## src/rtl/alt_stats_p.sv

```systemverilog
// ---------------------------------------------------------------------------
// alt_stats_p : ambient-light threshold statistics engine (pixel clock)
//
// Compares DVI and CCD pixel streams per channel.  Every valid pixel adds
// |dR|,|dG|,|dB|, FD2 = dR^2+dG^2+dB^2 and FD2^2 to per-frame accumulators.
// At end of frame a shared restoring divider (one quotient bit per cycle)
// divides the frame totals by the real pixel count.  Each live pixel is also
// flagged as an outlier against the statistics of the last completed frame.
//
// Ports
//   clk_pixl, reset            pixel clock, async active-low reset
//   valid_i, syncX_i, syncY_i  pixel qualifier and coordinates
//   DVI_*_i, CCD_*_i           display / camera pixel channels
//   ovr_clr_i                  clears the sticky overrun flag
//   amb_shift_*_o              mean |delta| per channel, scaled to SHIFT_W
//   mean_o, var_o              mean and variance of FD2, last frame
//   stats_valid_o              one-cycle pulse when the stats outputs update
//   busy_o                     divider running
//   overrun_o                  sticky: end of frame arrived while busy
//   pix_valid_o, outlier_o     per-pixel outlier flag and its qualifier
//
// Divider FSM
//   state   | meaning
//   ST_IDLE | waiting for an end-of-frame snapshot
//   ST_DIV  | running the five divides, one quotient bit per cycle
//   ST_FIN  | quotients ready; outputs update and stats_valid_o pulses
// ---------------------------------------------------------------------------
module alt_stats_p #(
   parameter int H_ACT    = 640,
   parameter int V_ACT    = 480,
   parameter int XY_W     = 10,
   parameter int RW       = 5,
   parameter int GW       = 6,
   parameter int BW       = 5,
   parameter int DW       = 6,
   parameter int SHIFT_W  = 8,
   parameter int K2_SHIFT = 2,
   parameter int DIV_W    = 64,
   localparam int FDW     = 2*DW + 2
) (
   input  logic                 clk_pixl,
   input  logic                 reset,
   input  logic                 valid_i,
   input  logic [XY_W-1:0]      syncX_i,
   input  logic [XY_W-1:0]      syncY_i,
   input  logic [RW-1:0]        DVI_R_i,
   input  logic [GW-1:0]        DVI_G_i,
   input  logic [BW-1:0]        DVI_B_i,
   input  logic [RW-1:0]        CCD_R_i,
   input  logic [GW-1:0]        CCD_G_i,
   input  logic [BW-1:0]        CCD_B_i,
   input  logic                 ovr_clr_i,
   output logic [SHIFT_W-1:0]   amb_shift_r_o,
   output logic [SHIFT_W-1:0]   amb_shift_g_o,
   output logic [SHIFT_W-1:0]   amb_shift_b_o,
   output logic [FDW-1:0]       mean_o,
   output logic [2*FDW-1:0]     var_o,
   output logic                 stats_valid_o,
   output logic                 busy_o,
   output logic                 overrun_o,
   output logic                 pix_valid_o,
   output logic                 outlier_o
);

   localparam int MAX_PIX = H_ACT * V_ACT;
   localparam int CNT_W   = $clog2(MAX_PIX + 1);
   localparam int BC_W    = $clog2(DIV_W);
   localparam int CMP_W   = 2*FDW + K2_SHIFT;

   typedef enum logic [1:0] {ST_IDLE, ST_DIV, ST_FIN} state_t;

   state_t state, state_nx;

   // pipeline registers
   logic            s1_v, s1_eof, s2_v, s2_eof, s3_v, s3_eof, s4_v, s4_eof;
   logic [DW-1:0]   s1_dvi_r, s1_dvi_g, s1_dvi_b, s1_ccd_r, s1_ccd_g, s1_ccd_b;
   logic [DW-1:0]   s2_d_r, s2_d_g, s2_d_b, s3_d_r, s3_d_g, s3_d_b;
   logic [DW-1:0]   s4_d_r, s4_d_g, s4_d_b;
   logic [2*DW-1:0] s3_sq_r, s3_sq_g, s3_sq_b;
   logic [FDW-1:0]  s4_fd2;

   // accumulators
   logic [DIV_W-1:0] sum_r, sum_g, sum_b, sum_f, sum_q;
   logic [DIV_W-1:0] sum_r_nx, sum_g_nx, sum_b_nx, sum_f_nx, sum_q_nx;
   logic [CNT_W-1:0] cnt, cnt_inc;
   logic [2*FDW-1:0] fd2_sq;
   logic             eof_acc, start;

   // divider
   logic [DIV_W-1:0] dvd, q_nx, q_sq;
   logic [DIV_W-1:0] pend [4];
   logic [CNT_W-1:0] rem, rem_nx, n_div;
   logic [CNT_W:0]   trial;
   logic             ge;
   logic [BC_W-1:0]  bit_cnt;
   logic [2:0]       op;
   logic [SHIFT_W-1:0] q_r, q_g, q_b;
   logic [FDW-1:0]   q_mean;
   logic [DIV_W-1:0] mean_sq, var_full;

   // outlier compare
   logic [FDW-1:0]   dev;
   logic [2*FDW-1:0] dev_sq;
   logic [CMP_W-1:0] thr;

   assign busy_o = (state != ST_IDLE);

   // ---------------- pixel pipeline ----------------
   always_ff @(posedge clk_pixl or negedge reset) begin
      if (!reset) begin
         s1_v <= 1'b0; s1_eof <= 1'b0; s2_v <= 1'b0; s2_eof <= 1'b0;
         s3_v <= 1'b0; s3_eof <= 1'b0; s4_v <= 1'b0; s4_eof <= 1'b0;
         s1_dvi_r <= '0; s1_dvi_g <= '0; s1_dvi_b <= '0;
         s1_ccd_r <= '0; s1_ccd_g <= '0; s1_ccd_b <= '0;
         s2_d_r <= '0; s2_d_g <= '0; s2_d_b <= '0;
         s3_d_r <= '0; s3_d_g <= '0; s3_d_b <= '0;
         s4_d_r <= '0; s4_d_g <= '0; s4_d_b <= '0;
         s3_sq_r <= '0; s3_sq_g <= '0; s3_sq_b <= '0;
         s4_fd2 <= '0;
      end else begin
         s1_v     <= valid_i;
         s1_eof   <= valid_i && (syncX_i == XY_W'(H_ACT-1)) && (syncY_i == XY_W'(V_ACT-1));
         s1_dvi_r <= DW'(DVI_R_i) << (DW-RW);
         s1_dvi_g <= DW'(DVI_G_i) << (DW-GW);
         s1_dvi_b <= DW'(DVI_B_i) << (DW-BW);
         s1_ccd_r <= DW'(CCD_R_i) << (DW-RW);
         s1_ccd_g <= DW'(CCD_G_i) << (DW-GW);
         s1_ccd_b <= DW'(CCD_B_i) << (DW-BW);

         s2_v   <= s1_v;
         s2_eof <= s1_eof;
         s2_d_r <= (s1_dvi_r >= s1_ccd_r) ? s1_dvi_r - s1_ccd_r : s1_ccd_r - s1_dvi_r;
         s2_d_g <= (s1_dvi_g >= s1_ccd_g) ? s1_dvi_g - s1_ccd_g : s1_ccd_g - s1_dvi_g;
         s2_d_b <= (s1_dvi_b >= s1_ccd_b) ? s1_dvi_b - s1_ccd_b : s1_ccd_b - s1_dvi_b;

         s3_v    <= s2_v;
         s3_eof  <= s2_eof;
         s3_d_r  <= s2_d_r;
         s3_d_g  <= s2_d_g;
         s3_d_b  <= s2_d_b;
         s3_sq_r <= (2*DW)'(s2_d_r) * (2*DW)'(s2_d_r);
         s3_sq_g <= (2*DW)'(s2_d_g) * (2*DW)'(s2_d_g);
         s3_sq_b <= (2*DW)'(s2_d_b) * (2*DW)'(s2_d_b);

         s4_v   <= s3_v;
         s4_eof <= s3_eof;
         s4_d_r <= s3_d_r;
         s4_d_g <= s3_d_g;
         s4_d_b <= s3_d_b;
         s4_fd2 <= FDW'(s3_sq_r) + FDW'(s3_sq_g) + FDW'(s3_sq_b);
      end
   end

   // ---------------- accumulation ----------------
   always_comb begin
      fd2_sq   = (2*FDW)'(s4_fd2) * (2*FDW)'(s4_fd2);
      cnt_inc  = cnt + CNT_W'(1);
      sum_r_nx = sum_r + DIV_W'(s4_d_r);
      sum_g_nx = sum_g + DIV_W'(s4_d_g);
      sum_b_nx = sum_b + DIV_W'(s4_d_b);
      sum_f_nx = sum_f + DIV_W'(s4_fd2);
      sum_q_nx = sum_q + DIV_W'(fd2_sq);
      // a frame that reaches MAX_PIX without the last-pixel coordinate is
      // closed anyway so a lost sync cannot overflow the count
      eof_acc  = s4_v && (s4_eof || (cnt == CNT_W'(MAX_PIX-1)));
      start    = eof_acc && (state == ST_IDLE);
   end

   always_ff @(posedge clk_pixl or negedge reset) begin
      if (!reset) begin
         sum_r <= '0; sum_g <= '0; sum_b <= '0; sum_f <= '0; sum_q <= '0;
         cnt   <= '0;
      end else if (s4_v) begin
         if (eof_acc) begin
            sum_r <= '0; sum_g <= '0; sum_b <= '0; sum_f <= '0; sum_q <= '0;
            cnt   <= '0;
         end else begin
            sum_r <= sum_r_nx; sum_g <= sum_g_nx; sum_b <= sum_b_nx;
            sum_f <= sum_f_nx; sum_q <= sum_q_nx;
            cnt   <= cnt_inc;
         end
      end
   end

   // ---------------- divider FSM ----------------
   always_ff @(posedge clk_pixl or negedge reset) begin
      if (!reset) state <= ST_IDLE;
      else        state <= state_nx;
   end

   always_comb begin
      state_nx = state;
      trial    = {rem, dvd[DIV_W-1]};
      ge       = (trial >= {1'b0, n_div});
      rem_nx   = ge ? CNT_W'(trial - {1'b0, n_div}) : CNT_W'(trial);
      q_nx     = {dvd[DIV_W-2:0], ge};
      mean_sq  = DIV_W'((2*FDW)'(q_mean) * (2*FDW)'(q_mean));
      var_full = (q_sq >= mean_sq) ? q_sq - mean_sq : '0;
      case (state)
         ST_IDLE: if (start) state_nx = ST_DIV;
         ST_DIV:  if ((bit_cnt == '0) && (op == 3'd4)) state_nx = ST_FIN;
         ST_FIN:  state_nx = ST_IDLE;
         default: state_nx = ST_IDLE;
      endcase
   end

   // The dividend register doubles as the quotient register: quotient bits
   // shift in from the bottom as dividend bits leave from the top.
   always_ff @(posedge clk_pixl or negedge reset) begin
      if (!reset) begin
         dvd <= '0; rem <= '0; n_div <= '0; bit_cnt <= '0; op <= '0;
         for (int i = 0; i < 4; i++) pend[i] <= '0;
         q_r <= '0; q_g <= '0; q_b <= '0; q_mean <= '0; q_sq <= '0;
      end else if (start) begin
         dvd     <= sum_r_nx << (SHIFT_W-DW);
         pend[0] <= sum_g_nx << (SHIFT_W-DW);
         pend[1] <= sum_b_nx << (SHIFT_W-DW);
         pend[2] <= sum_f_nx;
         pend[3] <= sum_q_nx;
         n_div   <= cnt_inc;
         rem     <= '0;
         bit_cnt <= BC_W'(DIV_W-1);
         op      <= '0;
      end else if (state == ST_DIV) begin
         if (bit_cnt == '0) begin
            case (op)
               3'd0:    q_r    <= SHIFT_W'(q_nx);
               3'd1:    q_g    <= SHIFT_W'(q_nx);
               3'd2:    q_b    <= SHIFT_W'(q_nx);
               3'd3:    q_mean <= FDW'(q_nx);
               default: q_sq   <= q_nx;
            endcase
            if (op != 3'd4) begin
               dvd     <= pend[0];
               pend[0] <= pend[1];
               pend[1] <= pend[2];
               pend[2] <= pend[3];
               pend[3] <= '0;
               rem     <= '0;
               bit_cnt <= BC_W'(DIV_W-1);
               op      <= op + 3'd1;
            end
         end else begin
            dvd     <= q_nx;
            rem     <= rem_nx;
            bit_cnt <= bit_cnt - BC_W'(1);
         end
      end
   end

   // ---------------- outputs ----------------
   always_ff @(posedge clk_pixl or negedge reset) begin
      if (!reset) begin
         amb_shift_r_o <= '0; amb_shift_g_o <= '0; amb_shift_b_o <= '0;
         mean_o <= '0; var_o <= '0; stats_valid_o <= 1'b0;
      end else if (state == ST_FIN) begin
         amb_shift_r_o <= q_r;
         amb_shift_g_o <= q_g;
         amb_shift_b_o <= q_b;
         mean_o        <= q_mean;
         var_o         <= (2*FDW)'(var_full);
         stats_valid_o <= 1'b1;
      end else begin
         stats_valid_o <= 1'b0;
      end
   end

   always_ff @(posedge clk_pixl or negedge reset) begin
      if (!reset)                      overrun_o <= 1'b0;
      else if (eof_acc && busy_o)      overrun_o <= 1'b1;
      else if (ovr_clr_i)              overrun_o <= 1'b0;
   end

   always_comb begin
      dev    = (s4_fd2 >= mean_o) ? s4_fd2 - mean_o : mean_o - s4_fd2;
      dev_sq = (2*FDW)'(dev) * (2*FDW)'(dev);
      thr    = CMP_W'(var_o) << K2_SHIFT;
   end

   always_ff @(posedge clk_pixl or negedge reset) begin
      if (!reset) begin
         pix_valid_o <= 1'b0;
         outlier_o   <= 1'b0;
      end else begin
         pix_valid_o <= s4_v;
         outlier_o   <= s4_v && (CMP_W'(dev_sq) > thr);
      end
   end

endmodule

```

## config.mk

```make
export PLATFORM = sky130hd
export DESIGN_NAME = alt_stats_p
export DESIGN_NICKNAME = d
export VERILOG_FILES = /design/src/rtl/alt_stats_p.sv
export SDC_FILE = /design/constraint.sdc
export NUM_CORES = 2
export LEC_CHECK = 0
export CORE_MARGIN = 5
export CORE_UTILIZATION = 25
export CTS_CLUSTER_SIZE = 16
export DETAILED_ROUTE_END_ITERATION = 8
export DONT_BUFFER_PORTS = 1
export GPL_TIMING_DRIVEN = 1
export SETUP_SLACK_MARGIN = 0.3
export SLEW_MARGIN = 20
export SYNTH_ARGS = -nofsm -noshare
export SYNTH_HDL_FRONTEND = slang
export SYNTH_SLANG_ARGS = --single-unit
```

## constraint.sdc

```tcl
create_clock -name clk_pixl -period 13.8 [get_ports clk_pixl]
set_input_delay 2.76 -clock clk_pixl [delete_from_list [all_inputs] [get_ports clk_pixl]]
set_output_delay 2.76 -clock clk_pixl [all_outputs]
set_load 0.01 [all_outputs]
```

# Yosys cells after proc, flatten, opt, wreduce, memory -nomap -nowiden
# Index checks and enable logic that the tools add are counted.
[op_classes]
reduce_logical = 25
n_mul = 6
n_eq_ne = 13
magnitude_cmp = 7
add_sub_neg = 20
n_bitwise = 2
n_mux = 38
[ops]
columns = ["operator", "count"]
rows = [
  ["256-bit two-way mux", 4],
  ["64-bit two-way mux", 9],
  ["64-bit by 6-bit adder with 64-bit output", 3],
  ["19-bit two-way mux", 6],
  ["14-bit by 14-bit multiplier with 28-bit output", 3],
  ["64-bit by 14-bit adder with 64-bit output", 1],
  ["64-bit by 28-bit adder with 64-bit output", 1],
  ["64-bit by 28-bit >= comparator with 1-bit output", 1],
  ["6-bit two-way mux", 7],
  ["6-bit by 6-bit multiplier with 12-bit output", 3],
  ["6-bit subtractor", 6],
  ["28-bit by 30-bit greater-than comparator with 1-bit output", 1],
  ["28-bit two-way mux", 1],
  ["14-bit subtractor", 2],
  ["28-bit subtractor", 1],
  ["20-bit by 19-bit >= comparator with 1-bit output", 1],
  ["4-bit AND reduction", 5],
  ["19-bit by 1-bit adder with 19-bit output, second input constant", 1],
  ["19-bit == test, second input constant", 1],
  ["19-bit subtractor", 1],
  ["6-bit >= comparator", 3],
  ["13-bit by 12-bit adder with 14-bit output", 1],
  ["14-bit >= comparator", 1],
  ["14-bit two-way mux", 1],
  ["other kinds (27)", 47],
]
[totals]
in_bits = 56
wordCells = 168
output_inout_bits = 71
ff_bits = 1024

# Longest topological paths before layout
[depth]
depth_word = 6
ltp_mapped = 50
mapped_depth_nobuf = 47

# Worst setup path before layout
# OpenSTA, ideal clock, no wires.
[synth_timing]
path_kind = "register -> register"
start = "register s4_fd2[0]"
end = "register outlier_o"
arrival_ps = 9828
path_slack_ps = 3839
t_required_ps = 13667
path_stages_with_launch = 44
n_path_buf = 1
synth_period_minus_slack_ps = 9961
cell_sequence = "dfrtp_1 -> inv_1 -> clkbuf_1 -> ha_1 -> inv_1 -> ha_1 -> a211oi_2 -> o21ai_1 -> a21oi_2 -> nand2_2 -> mux2_1 -> a221o_1 -> a311oi_2 -> xor2_2 -> inv_4 -> nand2_1 -> fa_1 -> fa_1 -> [... 8 more ...] -> nand4_1 -> nor2_1 -> o211ai_1 -> nand2_1 -> o41ai_1 -> a21oi_1 -> a211oi_1 -> o21bai_1 -> a21boi_0 -> xnor2_1 -> ha_1 -> nand4_1 -> nor4_1 -> nand2_1 -> nor3_1 -> nand2_1 -> o41ai_1 -> a21oi_1"
[synth_via]
elab_chain_len = 5
[synth_lines]
columns = ["item", "line_no", "source"]
rows = [
  ["start: declaration", "80", "logic [FDW-1:0] s4_fd2;"],
  ["start signal: assignment", "150", "s4_fd2 <= FDW'(s3_sq_r) + FDW'(s3_sq_g) + FDW'(s3_sq_b);"],
  ["14-bit subtractor or 14-bit >= comparator (tied branches)", "275", "dev = (s4_fd2 >= mean_o) ? s4_fd2 - mean_o : mean_o - s4_fd2;"],
  ["14-bit two-way mux (*)", "275", ""],
  ["14-bit by 14-bit multiplier with 28-bit output (*)", "276", "dev_sq = (2*FDW)'(dev) * (2*FDW)'(dev);"],
  ["28-bit by 30-bit greater-than comparator with 1-bit output (*)", "286", "outlier_o <= s4_v && (CMP_W'(dev_sq) > thr);"],
  ["1-bit logical AND (*)", "286", ""],
  ["end signal: assignment", "286", ""],
  ["end: declaration", "62", "output logic outlier_o"],
]
# Mark *: on every way between the ends. The rest lies on a longest branch, timed or not.
# A chain may end at the register's enable or synchronous reset.

# Worst setup path in the final report
# Ends and elaborated chain as after synthesis.

==> results by group <==
Run status
  – Status: finished clean

Synth
  – Distinct cells, synth: 107
  – Post-synth EDFFs: 0
  – Register area share after synthesis: approximately a third
  – Syn Nets: 8610
  – Ys async rst share: 100%
  – Commonest cells in the synthesized netlist: 1167 x nand2_1, 998 x dfrtp_1, 614 x inv_1
  – Top FF cell, synth: dfrtp_1
  – Mapped Area: approximately 71000 sq um
  – Area share of the largest cell type after synthesis: 35.3%
  – Largest area contributor in the netlist: dfrtp_1
  – Synth warn: 0
  – Syn Inst Count: approximately 7700
  – Count leader, synth: nand2_1
  – FF+latch count, synth: 998
  – Synth top area cells: dfrtp_1 35%, fa_1 11%, ha_1 8.8%
  – Synthesized area per cell: 9.22 sq um

CTS
  – CTS HTree Levels: 3
  – Longest Clk Path Bufs: 4
  – CTS root buf: clkbuf_16
  – Postcts setup bufs: 0
  – Clk Latency, worst-skew pair: 870 ps
  – Post_cts resized: 0
  – CTS sink count: 998
  – TritonCTS Buffers: 123
  – TritonCTS clock tree: yes
  – Hold_buf cts: 0
  – CTS clk-pin slew, worst paths: 60 ps

Global route
  – Largest net degree at the start of global routing: between 200 and 250
  – GRT Resource Usage Total: 12.9%
  – Initial antenna violation count: 1
  – Vias in the first global route: ~53000
  – First-pass GRT wire length: between 300 and 400 mm
  – Gr ovfl total: 0

Die
  – Row cnt: approximately 200
  – Die W: 542 um
  – Starting density of the core: 25.1%
  – Full die area: 294000 sq um
  – Die Ht: 542 um
  – # IOs: 127
  – Core area: 282000 sq um

Cells and area
  – Nets: 8420
  – Sequential Area: between 20000 and 25000 sq um
  – Share of layout cells above drive strength 1: 6.31%
  – Final core area utilization: between 20% and 30%
  – Area of the multi-input gates: 42000 sq um
  – Finished Layout Cells: 11300
  – Layout area overhead: 11.7%
  – Final instance area: between 70000 and 80000 sq um
  – Filler cells: 29800

Run
  – Maxcap violations: 0

Worst hold path
  – Worst hold-check path type: flip-flop to flip-flop

Setup path
  – CP Data Required Time: 14540 ps
  – CP Capture Type: flip-flop
  – Slowest cell on the critical path: fa_1
  – Largest stage delay on the critical path: 550 ps
  – CP max FO: 21
  – Crit path DAT: 12020 ps
  – CP dominant cell by count: fa_1
  – Startpoint types: flip-flop
  – Classification of the worst setup path: flip-flop to flip-flop

STA
  – Setup Skew: 116 ps
  – Final slew viol count: 0
  – Worst-Margin Slew: around 1100 ps
  – Tmin final: 11280 ps
  – Final period util: 81.7%
  – TNS Setup: 0 ps
  – Final Hold Viols: 0
  – Slew headroom: 27.1%
  – Fmax achieved: about 90 MHz
  – Final count of negative-setup-slack endpoints: 0
  – RSZ-0062 raised after global routing: false

Placed design
  – Inst Count DP: 11100
  – RePlAce Congestion: 0.850
  – Dpl cell area: 74600 sq um
  – Number of buffers added on ports: 0
  – DPL Wire Length: 135 mm

Drt
  – Via density: ~4.7
  – WL/cell: 17.1 um
  – Post-route ant nets: 0
  – Drt drc: 0
  – Drt total wl: 193 mm
  – Initial DRC Count: 3811
  – Initial DRT Pass Iterations: 6
  – Via count: 53500
-- worst paths after layout --
path / startpoint / to / slack [ps] / cells after the start
worst max-delay path: s4_fd2[0] / outlier_o / 2520 / 42
worst min-delay path: s3_sq_b[2] / s4_d_b[1] / 280 / 0
worst max register to register: s4_fd2[0] / outlier_o / 2520 / 42
worst min register to register: s3_sq_b[2] / s4_d_b[1] / 280 / 0
max in group asynchronous: reset / s1_ccd_g[1] / 8900 / 6
min in group asynchronous: reset / s1_v / 1650 / 0
-- cells in the final DEF, fill, tap and decap left out, types with 52 or more instances in the layout --
cell / Yosys / layout
mux2_2: 112 / 112
xor2_1: 200 / 200
inv_1: 614 / 613
nand4_1: 67 / 67
a31oi_1: 109 / 108
clkbuf_16: 0 / 123
and3_1: 196 / 196
xnor2_1: 275 / 275
nand3_1: 232 / 231
a21oi_1: 340 / 337
buf_4: 4 / 52
nand2_1: 1167 / 1165
nor2_1: 375 / 372
dfrtp_1: 998 / 997
and2_1: 126 / 126
a21o_1: 126 / 125
fa_1: 386 / 386
o21ai_0: 578 / 577
o31ai_1: 123 / 123
ha_1: 500 / 500
o2bb2ai_1: 58 / 58
nor3_1: 67 / 66
-- worst max-delay path, delay by kind of cell (launching register included) --
kind            cells  cell delay (ps)
fa+ha+maj          10             4020
compound gates     13             3250
simple gates       10             1790
buf+inv             6              700
flops               1              490
xor+xnor            2              460
mux                 1              430
-- registers in the layout, indices dropped and copies added (netlist names), 13 cells and up --
register and cells:
pend 256, dvd 64, q_sq 64, sum_f 64, sum_q 64, sum_g 62, sum_b 61, sum_r 61
var_o 28, cnt 19, n_div 19, rem 19, mean_o 14, q_mean 14, s4_fd2 13
-- area by class of cell --
class | instances | area share, %
multi-input cells | 5664 | 53.1
clock inverters | 61 | 1.04
flip-flops and latches | 998 | 31.6
well taps | 3743 | 5.93
clock buffers | 162 | 4.37
diodes | 2 | 0.00634
inverters | 626 | 2.98
repair buffers | 65 | 0.919
-- cell families after synthesis --
logic type / share of synthesized area, %
adder cells (fa/ha/maj): 19.8
multiplexers: 2.46
AO/OA/AOI/OAI: 14.6
buffers and inverters: 5.54
XOR/XNOR: 5.99
AND/OR/NAND/NOR: 16.3
flip-flops: 35.3
-- routing by layer --
| metal | track usage (%) | share of wire, % | up-vias |
|---|---|---|---|
| met4 | 3.38 | 2.5 | 0 |
| met1 | 18.1 | 47 | 26400 |
| li1 | - | - | 25700 |
| met2 | 21.0 | 46 | 1156 |
| met3 | 1.71 | 4.9 | 253 |
| met5 | 0 | 0 | - |
-- through the flow --
step	hold WS [ps]	worst slack (ps)
after floorplan	331	3840
after global placement	332	2640
after detailed placement	336	2540
after CTS	292	2520
after global routing	310	1640
final	284	2520
Power is left out: the tool's default activity adds up to more than one toggle a clock period on the data nets, which glitch-free logic cannot reach.
